--- config.mk ---
export PLATFORM = sky130hd
export DESIGN_NAME = l2_maxpool
export DESIGN_NICKNAME = d
export VERILOG_FILES = /design/src/rtl/cnn_pkg.sv /design/src/rtl/pool_addr_gen.sv /design/src/rtl/l2_maxpool.sv
export SDC_FILE = /design/constraint.sdc
export NUM_CORES = 1
export LEC_CHECK = 0
export ABC_AREA = 1
export CAP_MARGIN = 25
export CORE_MARGIN = 2
export CORE_UTILIZATION = 60
export CTS_BUF_LIST = sky130_fd_sc_hd__clkbuf_8
export CTS_CLUSTER_SIZE = 12
export DETAILED_ROUTE_END_ITERATION = 7
export MAX_ROUTING_LAYER = met4
export PLACE_DENSITY = 0.84
export SLEW_MARGIN = 20
export SYNTH_ARGS = -nofsm -noshare
export SYNTH_HDL_FRONTEND = slang
export SYNTH_SLANG_ARGS = --single-unit
--- constraint.sdc ---
create_clock -name clk -period 9.5 [get_ports clk]
set_input_delay 1.425 -clock clk [delete_from_list [all_inputs] [get_ports clk]]
set_output_delay 1.425 -clock clk [all_outputs]
set_load 0.005 [all_outputs]
--- src/rtl/cnn_pkg.sv ---
// cnn_pkg: shared CNN layer dimensions and the pooling FSM state type
package cnn_pkg;
  localparam int DATA_SIZE = 64;
  localparam int NUM_CH = 16;
  localparam int IN_DIM = 26;
  localparam int POOL_DIM = 2;
  typedef enum logic [2:0] {IDLE, READ, CMP, WRITE, FIN} pool_state_t;
endpackage

--- src/rtl/pool_addr_gen.sv ---
// pool_addr_gen: window counters (c, oy, ox, in-window ky/kx) and flat read/write address arithmetic
module pool_addr_gen #(
  parameter int NUM_CH = cnn_pkg::NUM_CH,
  parameter int IN_DIM = cnn_pkg::IN_DIM,
  parameter int POOL_DIM = cnn_pkg::POOL_DIM
) (
  input  logic        clk,
  input  logic        reset,
  input  logic        rd_step,
  input  logic        win_step,
  output logic        last_k,
  output logic        last_win,
  output logic [15:0] rd_addr,
  output logic [15:0] wr_addr
);
  import cnn_pkg::*;
  localparam int OUT_DIM = IN_DIM / POOL_DIM;
  logic [15:0] kx, ky, ox, oy, c;
  logic lx, lox, loy;
  assign lx = kx == 16'(POOL_DIM - 1);
  assign last_k = lx && ky == 16'(POOL_DIM - 1);
  assign lox = ox == 16'(OUT_DIM - 1);
  assign loy = oy == 16'(OUT_DIM - 1);
  assign last_win = lox && loy && c == 16'(NUM_CH - 1);
  // all counters wrap to zero after the final window, so no explicit clear is needed
  always_ff @(posedge clk or negedge reset)
    if (!reset) begin
      kx <= '0;
      ky <= '0;
      ox <= '0;
      oy <= '0;
      c  <= '0;
    end else begin
      if (rd_step) begin
        kx <= lx ? '0 : kx + 1'b1;
        ky <= last_k ? '0 : lx ? ky + 1'b1 : ky;
      end
      if (win_step) begin
        ox <= lox ? '0 : ox + 1'b1;
        oy <= lox ? (loy ? '0 : oy + 1'b1) : oy;
        c  <= lox && loy ? (last_win ? '0 : c + 1'b1) : c;
      end
    end
  assign rd_addr = c * 16'(IN_DIM * IN_DIM) + (oy * 16'(POOL_DIM) + ky) * 16'(IN_DIM)
                 + ox * 16'(POOL_DIM) + kx;
  assign wr_addr = c * 16'(OUT_DIM * OUT_DIM) + oy * 16'(OUT_DIM) + ox;
endmodule

--- src/rtl/l2_maxpool.sv ---
// l2_maxpool: signed max-pooling engine over a flat CHW input memory.
// Define L2_MAXPOOL_RELU_EN to clamp the written maximum at zero (fused ReLU).
module l2_maxpool #(
  parameter int DATA_SIZE = cnn_pkg::DATA_SIZE,
  parameter int NUM_CH = cnn_pkg::NUM_CH,
  parameter int IN_DIM = cnn_pkg::IN_DIM,
  parameter int POOL_DIM = cnn_pkg::POOL_DIM
) (
  input  logic                        clk,
  input  logic                        reset,
  input  logic                        start,
  output logic                        busy,
  output logic                        done,
  output logic                        rd_en,
  output logic [15:0]                 rd_addr,
  input  logic signed [DATA_SIZE-1:0] rd_data,
  output logic                        wr_en,
  output logic [15:0]                 wr_addr,
  output logic [DATA_SIZE-1:0]        wr_data
);
  import cnn_pkg::*;
  pool_state_t state, state_nx;
  logic last_k, last_win, vld, first;
  logic signed [DATA_SIZE-1:0] acc;
  pool_addr_gen #(.NUM_CH(NUM_CH), .IN_DIM(IN_DIM), .POOL_DIM(POOL_DIM)) u_addr (
    .clk(clk),
    .reset(reset),
    .rd_step(rd_en),
    .win_step(wr_en),
    .last_k(last_k),
    .last_win(last_win),
    .rd_addr(rd_addr),
    .wr_addr(wr_addr)
  );
  always_ff @(posedge clk or negedge reset)
    if (!reset) state <= IDLE;
    else state <= state_nx;
  always_comb begin
    state_nx = state == IDLE  ? (start ? READ : IDLE)
             : state == READ  ? (last_k ? CMP : READ)
             : state == CMP   ? WRITE
             : state == WRITE ? (last_win ? FIN : READ)
             : IDLE;
  end
  assign rd_en = state == READ;
  assign wr_en = state == WRITE;
  assign done = state == FIN;
  assign busy = rd_en || wr_en || state == CMP;
  // vld/first track the read issued last cycle; first marks the opening read of a window
  always_ff @(posedge clk or negedge reset)
    if (!reset) begin
      vld   <= 1'b0;
      first <= 1'b0;
      acc   <= '0;
    end else begin
      vld   <= rd_en;
      first <= rd_en && !vld;
      if (vld) acc <= first || rd_data > acc ? rd_data : acc;
    end
`ifdef L2_MAXPOOL_RELU_EN
  assign wr_data = acc[DATA_SIZE-1] ? '0 : acc;
`else
  assign wr_data = acc;
`endif
endmodule

Word level (Yosys, flattened, before mapping)

Index checks and enable logic that the tools add are counted.

Bits in registers: 149
Latch bits: 0
RAM bits: 0
Memory bits (read-only): 0
Bits of input ports: 67
Output and inout bits: 100
Logic and storage cells: 61
Memories kept: 0

Add/sub/neg operators: 11
Multipliers: 4
Div/mod/pow operators: 0
Magnitude comparators: 1
Eq/ne operators: 9
Shift-type cells: 0
Muxes and demuxes: 13
Bitwise gates (word level): 0
Reduce and logical (&&, ||, !) cells: 14

Operators with widths:

| operator                                              | number |
|---|---|
| adder 16 bit                                          | 6 |
| 2-to-1 mux 16 bit                                     | 6 |
| adder 16 x 1 -> 16 bit (second input constant)        | 5 |
| > comparator 64 bit                                   | 1 |
| equality test 16 x 4 -> 1 bit (second input constant) | 3 |
| equality test 16 x 1 -> 1 bit (second input constant) | 2 |
| multiplier 16 x 4 -> 15 bit (second input constant)   | 1 |
| multiplier 16 x 4 -> 16 bit (second input constant)   | 1 |
| multiplier 16 x 8 -> 14 bit (second input constant)   | 1 |
| multiplier 16 x 8 -> 16 bit (second input constant)   | 1 |
| 2-to-1 mux 3 bit                                      | 5 |
| AND reduction 2 bit                                   | 4 |
| equality test 3 x 2 -> 1 bit (second input constant)  | 2 |
| logical AND 1 bit                                     | 4 |
| equality test 3 x 1 -> 1 bit (second input constant)  | 1 |
| equality test 3 bit (second input constant)           | 1 |
| zero test 3 bit                                       | 1 |
| logical OR 1 bit                                      | 3 |
| 2-to-1 mux 2 bit                                      | 1 |
| nonzero test 2 bit                                    | 1 |
| zero test 1 bit                                       | 1 |
| 2-to-1 mux 1 bit                                      | 1 |

Longest topological paths before layout

Depth in word-level cells: 8
Gate-level depth with buffers: 35
Depth with buffers taken out: 35

Modules after synthesis

From an unflattened synthesis, not the netlist that was laid out.

Cells, all modules: 1961
Area, all modules: 16128.0 sq um

Modules (own cells, without submodules):

| module        | instances | cells an instance | area each (sq um) |
|---|---|---|---|
| pool_addr_gen | 1         | 1385              | 11429.7 |
| l2_maxpool    | 1         | 576               | 4698.3 |

Worst setup path after synthesis

No wires, ideal clock.

Kind: register to output
Start point: register u_addr.oy[2]
End point: output rd_addr[15]
Arrival time: 5.627 ns
Required time: 8.075 ns
Slack: 2.448 ns
Cell stages (with the launch flop): 34
Path buffers: 0
Cell sequence: dfrtp_1 -> ha_1 -> a21oi_1 -> nand2_1 -> a21oi_1 -> xor2_1 -> inv_1 -> ha_1 -> inv_1 -> fa_1 -> inv_1 -> ha_1 -> nand2_1 -> nor3_1 -> nand2_1 -> o211ai_1 -> a21o_1 -> a21oi_1 -> xor2_1 -> fa_1 -> fa_1 -> inv_1 -> ha_1 -> nand2_1 -> inv_1 -> a221oi_1 -> nand3_1 -> inv_1 -> nand2_1 -> nand2_1 -> inv_1 -> nand3_1 -> nand2_1 -> inv_1

Word-level cells in the longest chain between the ends: 5

RTL lines:

| element                     | RTL line            | text |
|---|---|---|
| from (decl)                 | pool_addr_gen.sv:18 | `logic [15:0] kx, ky, ox, oy, c;` |
| from (signal assigned)      | pool_addr_gen.sv:40 | `oy <= lox ? (loy ? '0 : oy + 1'b1) : oy;` |
| adder 16 bit                | pool_addr_gen.sv:44 | `assign rd_addr = c * 16'(IN_DIM * IN_DIM) + (oy * 16'(POOL_DIM) + ky) * 16'(IN_DIM)` |
| multiplier 16 x 4 -> 15 bit | pool_addr_gen.sv:44 |  |
| adder 16 bit                | pool_addr_gen.sv:44 |  |
| adder 16 bit (2 in a row)   | pool_addr_gen.sv:45 | `+ ox * 16'(POOL_DIM) + kx;` |
| to (decl)                   | l2_maxpool.sv:15    | `output logic [15:0] rd_addr,` |

No other way between the ends.

Final worst setup path

Same ends and word-level chain as after synthesis.

==> flow_summary_export.csv <==
group,metric,value,unit
cells_and_area,area_delta_synth_final,15.1,%
critical_path,cp.required,8.08,ns
logic_synthesis,synth.distinct_cells,47,
cells_and_area,final_cell_mix,"inv_1 (437), nand2_1 (347), ha_1 (221)",
critical_path,arrival,7.18,ns
logic_synthesis,synth_edf_count,0,
critical_path,cp_slowest_cell,"fa_1",
critical_path,max_stage_delay,0.52,ns
clocking,clkLatencyLatePin,0.48,ns
critical_path,reg2regPathDepth,15,
routing,totalWireLength,42600,um
sta,finalCritPeriodShare,90.6,%
place,portBuffers,166,
logic_synthesis,async_flop_share,100,%
cells_and_area,regArea,0.00373,mm2
floorplan,die-height,166,um
cells_and_area,final-instance-count-excl-fill,2455,
min_path,min-delay-path-class,"flip-flop to flip-flop",
floorplan,core-area,0.0259,mm2
place,hpwl,34600,um
grt,grt_pass1_wl,70000,um
routing,ant_nets,0,
clocking,post_cts.repair.setup_buffers,0,
sta,slew_headroom,42.2,%
floorplan,rows,59,
sta,slew_viol_final,0,
cells_and_area,drive_gt1_share,3.30,%
logic_synthesis,ys.flop_type,"dfrtp_1",
sta,rsz0062_at_grt,"no",
clocking,cts_buffers,17,
clocking,clk_pin_slew,0.09,ns
sta,worst_slack,0.890,ns
critical_path,cp-start-kind,"flip-flop",
critical_path,reg2reg_from,"wr_data[43]$_DFFE_PN0P_",
power,pwr_density_cell,200,mW/mm2
critical_path,end_kind,"output pin",
logic_synthesis,synth_warnings,0,
sta,fin_tns_setup,0,ns
sta,setup_viol,0,
sta,tightestPinTransition,0.866,ns
grt,grt_antenna_before_repair,0,
cells_and_area,nets,2512,
critical_path,crit_fanout,6,
power,leakagePower,9.87,nW
cells_and_area,multi_input_area,0.0102,mm2
grt,grt_max_degree,86,
critical_path,r2r_end,"wr_data[36]$_DFFE_PN0P_",
grt,grt_use_total,32.7,%
outcome,status,"finished, final reports clean",
grt,grt_pass1_vias,13800,
routing,drc,0,
routing,vias_per_cell,5.55,
clocking,clockRootBuffer,"clkbuf_8",
job,maxCapViolCount,0,
logic_synthesis,yosysSeqAreaShare,23.7,%
sta,fmax,116,MHz
floorplan,initial_core_util,60.8,%
routing,wl_per_cell,17.4,um
power,p_total,0.00363,W
clocking,clock-sinks,149,
min_path,whs_endpoint,"wr_data[15]$_DFFE_PN0P_",
sta,layout_min_cycle_time,8.61,ns
cells_and_area,fillers,2090,
critical_path,cp_common_cell,"inv_1",
floorplan,die_w,166,um
min_path,min-delay-start,"wr_data[15]$_DFFE_PN0P_",
routing,first_iter_violations,1480,
critical_path,criticalPathCategory,"flip-flop to output pin",
power,irDropWorstVdd,0.250,mV
min_path,min_path_cells,2,
cells_and_area,final_common_cell,"inv_1",
clocking,clockBufferDepth,2,
place,dp_slack,1.36,ns
cells_and_area,n_antenna_cell,0,
clocking,cts-resized-gates,0,
floorplan,ios,167,
sta,skew,0.0233,ns
place,dp.cells,2424,
logic_synthesis,avgSynthCellArea,8.11,um2
logic_synthesis,syn_nets,2348,
logic_synthesis,synthCells,1944,
grt,grt-ovfl-total,0,
routing,num_vias,13600,
critical_path,reg2reg_slack,6.23,ns
sta,hold_violations,0,
logic_synthesis,synth-seq-cells,149,
clocking,cts_tree,"built",
place,gp_congestion,0.997,
cells_and_area,post-route-util,70.0,%
floorplan,die-area,0.0276,mm2
logic_synthesis,synth_area,0.0158,mm2
routing,dr.pass1.iters,5,
clocking,cts.htree.levels,4,
clocking,cts_hold_buf,0,
## kinds of logic after synthesis
group | Yosys count | share of synthesized area (%)
adder cells (fa/ha/maj) | 337 | 32.3
XOR/XNOR | 103 | 5.90
AND/OR/NAND/NOR | 684 | 19.7
multiplexers | 1 | 0.0635
buffers and inverters | 468 | 11.4
AO/OA/AOI/OAI | 202 | 7.03
flip-flops | 149 | 23.7
## per-layer routing
metal / vias to the layer above / track usage (%) / part of all wire (%)
li1: 6485 / - / -
met1: 6568 / 42.3 / 42
met2: 478 / 53.2 / 47
met3: 87 / 3.77 / 6.8
met4: 0 / 12.3 / 3.8
met5: - / - / 0
## cell usage after synthesis (2+ instances only)
cell	number	share of area, %
nor2_2	5	0.20
o21ai_0	48	1.5
fa_1	116	15
a22oi_1	5	0.24
nand2_1	348	8.3
nand3b_1	4	0.19
o211a_1	2	0.13
nand2_2	3	0.12
o31ai_1	2	0.095
dfrtp_1	149	24
a21o_1	4	0.19
inv_2	6	0.14
nand3_2	4	0.25
inv_1	437	10
clkbuf_1	6	0.14
xnor2_1	38	2.1
a21oi_1	117	3.7
buf_2	6	0.19
nand3_1	126	4.0
nor3_4	3	0.31
nor2_4	3	0.21
xor2_1	63	3.5
nor3_2	4	0.25
buf_1	4	0.095
buf_4	9	0.43
o21a_1	11	0.52
o2111ai_1	2	0.11
o21bai_1	3	0.14
o22ai_1	2	0.079
ha_1	221	18
nor3_1	33	1.0
xnor3_1	2	0.29
a31oi_1	2	0.079
nand4_1	35	1.4
nor2_1	94	2.2
nor4_1	16	0.64
## registers in the layout, summed over array words and instances, names as in the netlist
| name | flops |
|---|---|
| wr_data | 64 |
| u_addr.c | 16 |
| u_addr.kx | 16 |
| u_addr.ky | 16 |
| u_addr.ox | 16 |
| u_addr.oy | 16 |
| state | 3 |
| first | 1 |
| vld | 1 |
## worst max-delay path by stage
stage                                   startpoint          end  slack (ns)
after detailed placement  u_addr.oy[2]$_DFFE_PN0P_  rd_addr[15]        1.36
after global routing      u_addr.oy[2]$_DFFE_PN0P_  rd_addr[15]        0.37
final                     u_addr.oy[2]$_DFFE_PN0P_  rd_addr[15]        0.89
after global placement    u_addr.oy[2]$_DFFE_PN0P_  rd_addr[15]        1.49
after CTS                 u_addr.oy[2]$_DFFE_PN0P_  rd_addr[15]        0.87
after floorplan           u_addr.oy[2]$_DFFE_PN0P_  rd_addr[15]        2.45
## report_power, final
group	internal (W)	switching, W
registers	0.000815	0.000159
clock network	0.000241	0.000295
logic	0.000973	0.00115
total	0.00203	0.00160
## per-stage QoR
stage	hold slack, ns	area (um2)
floorplan	0.485	15800
global placement	0.474	17700
detailed placement	0.486	17700
CTS	0.509	18100
global route	0.528	18100
finish	0.507	18100
## critical path, delay by kind of cell (launching register included)
| kind | cells | cell delay (ns) |
|---|---|---|
| adders and majority gates | 7 | 2.88 |
| AOI/OAI and AO/OA | 6 | 1.10 |
| buffers and inverters | 9 | 0.95 |
| and+or+nand+nor | 10 | 0.83 |
| xor gates and xnor gates | 2 | 0.53 |
| DFF | 1 | 0.45 |
## cell type report
class                           instances  share of cell area [%]
Multi-Input combinational cell       1327                    56.4
Sequential cell                       149                    20.6
Timing Repair Buffer                  170                    9.33
Inverter                              443                    9.17
Tap cell                              335                    2.31
Clock buffer                           17                    1.29
Clock inverter                         14                   0.911
No activity file was read; power rests on OpenSTA's default activity.
==> patch 1 (config.mk and constraints unchanged) <==
Change the package constant `DATA_SIZE` from 64 to 128.
--- a/src/rtl/cnn_pkg.sv
+++ b/src/rtl/cnn_pkg.sv
@@ -1,6 +1,6 @@
 // cnn_pkg: shared CNN layer dimensions and the pooling FSM state type
 package cnn_pkg;
-  localparam int DATA_SIZE = 64;
+  localparam int DATA_SIZE = 128;
   localparam int NUM_CH = 16;
   localparam int IN_DIM = 26;
   localparam int POOL_DIM = 2;
Interface: changed (resized rd_data and wr_data); port bits go from 167 to 295. No check against the original RTL was run, so the function may have changed too.
==> patch 1 against the unedited design <==
Total power increased by 59%; sequential power increased by 56%; largest power group unchanged; synthesized area increased by 25%; highest routed layer unchanged; sequential cell count increased by 64; worst hold slack got worse by 12 ps; cell area increased by 32%; routed wire length increased by 39%; setup slack got worse by 340 ps.
==> patch 1: results (changes against the unedited design) <==
[hold_path]
hold_path_end=wr_data[43]  ; was wr_data[15]

[clock_tree]
htreeDepth=2  ; was 4
clock_latency_ps=590  ; was 480 ps
cts_made_buffers=41  ; was 17

[placed_design]
place_inst=3144  ; was 2424
numPortBuffers=294  ; was 166
place_hpwl_um=46630  ; was 34550 µm

[synth]
synth_compound_area_share_pct=6.848  ; was 7.027%
ys_seq_area_share_pct=26.99  ; was 23.66%
synth_xor_area_share_pct=4.701  ; was 5.899%
synth_fa_ha_area_share_pct=29.81  ; was 32.28%
synth_common_cells=533 x nand2_1, 495 x inv_1, 285 x ha_1, 213 x dfrtp_1, 188 x nand3_1  ; was 437 x inv_1, 348 x nand2_1, 221 x ha_1, 149 x dfrtp_1, 126 x nand3_1
yosys.cell_types.count=54  ; was 47
synth_fp_nets=2984  ; was 2348

[outcome]
status=complete, no violations  ; unchanged

[final_layout]
multi_input_area_mm2=0.01228  ; was 0.01023 mm²
clkCellAreaFrac_pct=3.369  ; was 2.200%
n_fill_cell=2477  ; was 2090
nonClkBufAreaFrac_pct=12.69  ; was 9.333%
sh_seq_area_pct=22.27  ; was 20.56%
regArea_mm2=0.005334  ; was 0.003730 mm²
nonClockInverterCount=509  ; was 443
nets=3279  ; was 2512
num-multi-input-gates=1681  ; was 1327

[critical_path]
cp_max_fo=5  ; was 6
crit-reg2reg-launch=wr_data[91]  ; was wr_data[43]
critPathLaunch=u_addr.oy[0]  ; was u_addr.oy[2]
critPathMaxStageDelay_ps=540  ; was 520 ps
reg2reg_slack_ps=4870  ; was 6230 ps

[power_and_ir_drop]
p_leak_nw=12.78  ; was 9.868 nW

[die]
tap_cells=442  ; was 335

[drt]
wl_per_cell_um=18.31  ; was 17.36 µm

[grt]
grtUsageTotal_pct=35.65  ; was 32.66%
grt_pass1_vias=17760  ; was 13.76k
grt_pass1_wl_um=92750  ; was 69960 µm

-- patch 1: cell types whose count changed in the layout (fill, tap and decap cells not counted), sizes merged, moves of 10 or more --
cell	unedited run	this run
a21oi	117	136
clkbuf	17	54
clkdlybuf4s50	165	293
dfrtp	149	213
diode	0	10
ha	221	285
inv	451	516
nand2	351	535
nand3	130	190
o21ai	49	64
xor2	63	75
-- patch 1: power groups by stage --
stage	combinational [W]	sequential, W	clock, W
after detailed placement	0.00328	0.00152	0
after CTS	0.00331	0.00151	0.000938
after global placement	0.00318	0.00151	0
after floorplan	0.00185	0.00149	0
after global routing	0.00372	0.00156	0.000976
final	0.00333	0.00152	0.000922
-- patch 1: metal layers --
metal,track usage [%],wire length (µm),up-vias
met2,57.06,27890,693
met1,41.69,22940,8441
met3,8.671,4880,177
met4,18.70,3361,0
met5,-,0,-
li1,-,-,8408
==> patch 2 (same settings) <==
Without the edit above. Add an input register stage for `start` and `rd_data`, without a reset; this delays them by one clock.
--- a/src/rtl/l2_maxpool.sv
+++ b/src/rtl/l2_maxpool.sv
@@ -19,6 +19,15 @@
   output logic [DATA_SIZE-1:0]        wr_data
 );
   import cnn_pkg::*;
+
+  logic start_q;
+  logic signed [DATA_SIZE-1:0] rd_data_q;
+
+  always_ff @(posedge clk) begin
+    start_q   <= start;
+    rd_data_q <= rd_data;
+  end
+
   pool_state_t state, state_nx;
   logic last_k, last_win, vld, first;
   logic signed [DATA_SIZE-1:0] acc;
@@ -36,7 +45,7 @@
     if (!reset) state <= IDLE;
     else state <= state_nx;
   always_comb begin
-    state_nx = state == IDLE  ? (start ? READ : IDLE)
+    state_nx = state == IDLE  ? (start_q ? READ : IDLE)
              : state == READ  ? (last_k ? CMP : READ)
              : state == CMP   ? WRITE
              : state == WRITE ? (last_win ? FIN : READ)
@@ -55,7 +64,7 @@
     end else begin
       vld   <= rd_en;
       first <= rd_en && !vld;
-      if (vld) acc <= first || rd_data > acc ? rd_data : acc;
+      if (vld) acc <= first || rd_data_q > acc ? rd_data_q : acc;
     end
 `ifdef L2_MAXPOOL_RELU_EN
   assign wr_data = acc[DATA_SIZE-1] ? '0 : acc;
Behaviour: not the same (a bounded check fails within 4 cycles, from zero or initial values and one cycle with reset low).
==> patch 2 against the unedited design <==
Synthesized area is 9.0% higher; count of clock-buffer cells in the layout is 34 higher; total power is 14% higher; setup slack worse by 270 ps; worst hold slack worse by 40 ps; sequential share of layout area is 4.5 points higher; sequential power is 30% higher; highest routed layer unchanged; routed wire length is 6.6% higher; sequential cell count is 65 higher; global-route usage is 1.0 points lower; clock skew is 4.1 ps lower; cell area is 11% higher.
==> patch 2: results (changes against the unedited design) <==
[placed_design]
dp_slack_ps=1155  ; was 1358 ps
place_hpwl_um=35570  ; was 34550 µm
place_inst=2529  ; was 2424
placed_area_mm2=0.01921  ; was 0.01774 mm²

[grt]
grt_max_degree=80  ; was 86
gr-usage-met2_pct=51.47  ; was 53.18%
grt_use_met1_pct=39.88  ; was 42.27%
grt_pass1_wl_um=73700  ; was 69960 µm
grtUsageTotal_pct=31.65  ; was 32.66%
met3_usage_pct=5.057  ; was 3.765%

[drt]
post_drt_via_cell_ratio=5.473  ; was 5.547
wl_per_cell_um=17.44  ; was 17.36 µm
drtIter0Drc=990  ; was 1480
drt_first_pass_iters=6  ; was 5
routed-via-count=14260  ; was 13.62k

[hold_path]
min_from=rd_data_q[14]  ; was wr_data[15]

[synth]
yosys-top-cells-area=dfrtp_1 22%, ha_1 16%, fa_1 14%  ; was dfrtp_1 24%, ha_1 18%, fa_1 15%
synth_compound_area_share_pct=6.337  ; was 7.027%
syn-mean-instance-area_um2=8.559  ; was 8.106 µm²
ys_seq_area_share_pct=29.28  ; was 23.66%
synth_mux_area_share_pct=0  ; was 0.06352%
synth_fp_nets=2411  ; was 2348
synth_xor_area_share_pct=5.252  ; was 5.899%
yosys.cell_types.count=52  ; was 47
synth_common_cells=422 x inv_1, 343 x nand2_1, 221 x ha_1, 149 x dfrtp_1, 128 x nand3_1  ; was 437 x inv_1, 348 x nand2_1, 221 x ha_1, 149 x dfrtp_1, 126 x nand3_1
synthArstFlopShare_pct=69.63  ; was 100.0%
synth_fa_ha_area_share_pct=29.62  ; was 32.28%

[final_layout]
nets=2598  ; was 2512
drive_gt1_share_pct=6.020  ; was 3.302%

[clock_tree]
cts_buffer_depth=3  ; was 2
cts_made_buffers=40  ; was 17
htreeDepth=2  ; was 4
clk_pin_slew_ps=60  ; was 90 ps
clock_latency_ps=560  ; was 480 ps

[critical_path]
critPathLaunch=u_addr.ky[3]  ; was u_addr.oy[2]
arrival_ps=7450  ; was 7180 ps
critPathMaxStageDelay_ps=510
cp_max_fo=8  ; was 6
crit-reg2reg-launch=wr_data[15]  ; was wr_data[43]

[outcome]
status=complete, no violations  ; unchanged

[power_and_ir_drop]
p_leak_nw=10.87  ; was 9.868 nW
vdd_drop_max_v=0.0002060  ; was 0.0002496 V

[sta]
skew_ps=19.18  ; was 23.28 ps
slew_headroom_pct=46.73  ; was 42.25%

[patch 2: changes by cell type in the layout (fill, tap and decap cells not counted), sizes merged, moves of 5 or more]
cell | before | now
nor3 | 40 | 45
a31oi | 2 | 7
clkbuf | 17 | 51
dfxtp | 0 | 65
xor2 | 63 | 72
nor2 | 102 | 89
nand2 | 351 | 357
xnor2 | 38 | 31
a21oi | 117 | 122
a22oi | 5 | 0
[patch 2: final timing paths]
path	to	slack [ps]	depth (start not counted)
max	rd_addr[15]	620	31
min	wr_data[14]	470	2
max reg2reg	wr_data[56]	6540	19
min reg2reg	wr_data[14]	470	2
max in group asynchronous	u_addr.ky[14]	7370	3
min in group asynchronous	wr_data[50]	940	1
[patch 2: layer usage]
layer / wire (µm) / vias up / share of wire, %
met5: 0 / - / 0
met4: 1834 / 0 / 4.0
met3: 3155 / 104 / 6.9
met2: 21760 / 513 / 48
met1: 18690 / 6880 / 41
li1: - / 6759 / -
[patch 2: through the flow]
| step | hold slack (ps) | utilization (%) |
|---|---|---|
| 2_1_floorplan | 441.8 | - |
| 3_3_place_gp | 453.1 | 68.57 |
| 3_5_place_dp | 460.6 | 68.57 |
| 4_1_cts | 469.5 | 71.59 |
| 5_1_grt | 485.5 | 71.71 |
| 6_report | 466.6 | 71.72 |
[patch 2: cells by family (layout without fill, tap and decap cells)]
| family | Yosys count | count (layout) |
|---|---|---|
| AND/OR/NAND/NOR | 688 | 688 |
| XOR/XNOR | 103 | 103 |
| AO/OA/AOI/OAI | 201 | 201 |
| adder cells (fa/ha/maj) | 337 | 337 |
| other | 0 | 1 |
| flip-flops | 214 | 214 |
| buffers and inverters | 464 | 683 |
[patch 2: worst reg2reg max path: cells and delay by family (launching register included)]
family | cells | cell delay, ps
AND/OR/NAND/NOR | 15 | 1510
flip-flops | 1 | 380
buffers and inverters | 3 | 680
adder cells (fa/ha/maj) | 1 | 310
[patch 2: timing repair]
action	4_1_cts	5_1_grt
setup endpoints to repair	0	1
hold buffers	0	0
resized for setup	0	1
[patch 2: layout make-up]
type / count / share of cell area, %
inverters: 438 / 8.203
well taps: 378 / 2.354
multi-input cells: 1329 / 51.61
clock buffers: 51 / 3.494
flip-flops and latches: 214 / 25.04
clock inverters: 23 / 0.7162
repair buffers: 171 / 8.564
diodes: 1 / 0.01246
[patch 2: power breakdown]
| group | internal (W) | switching (W) | leakage, nW |
|---|---|---|---|
| clock | 0.000517 | 0.000424 | 0.492 |
| combinational | 0.000884 | 0.00105 | 7.89 |
| sequential | 0.00110 | 0.000171 | 2.49 |
| total | 0.00250 | 0.00165 | 10.9 |
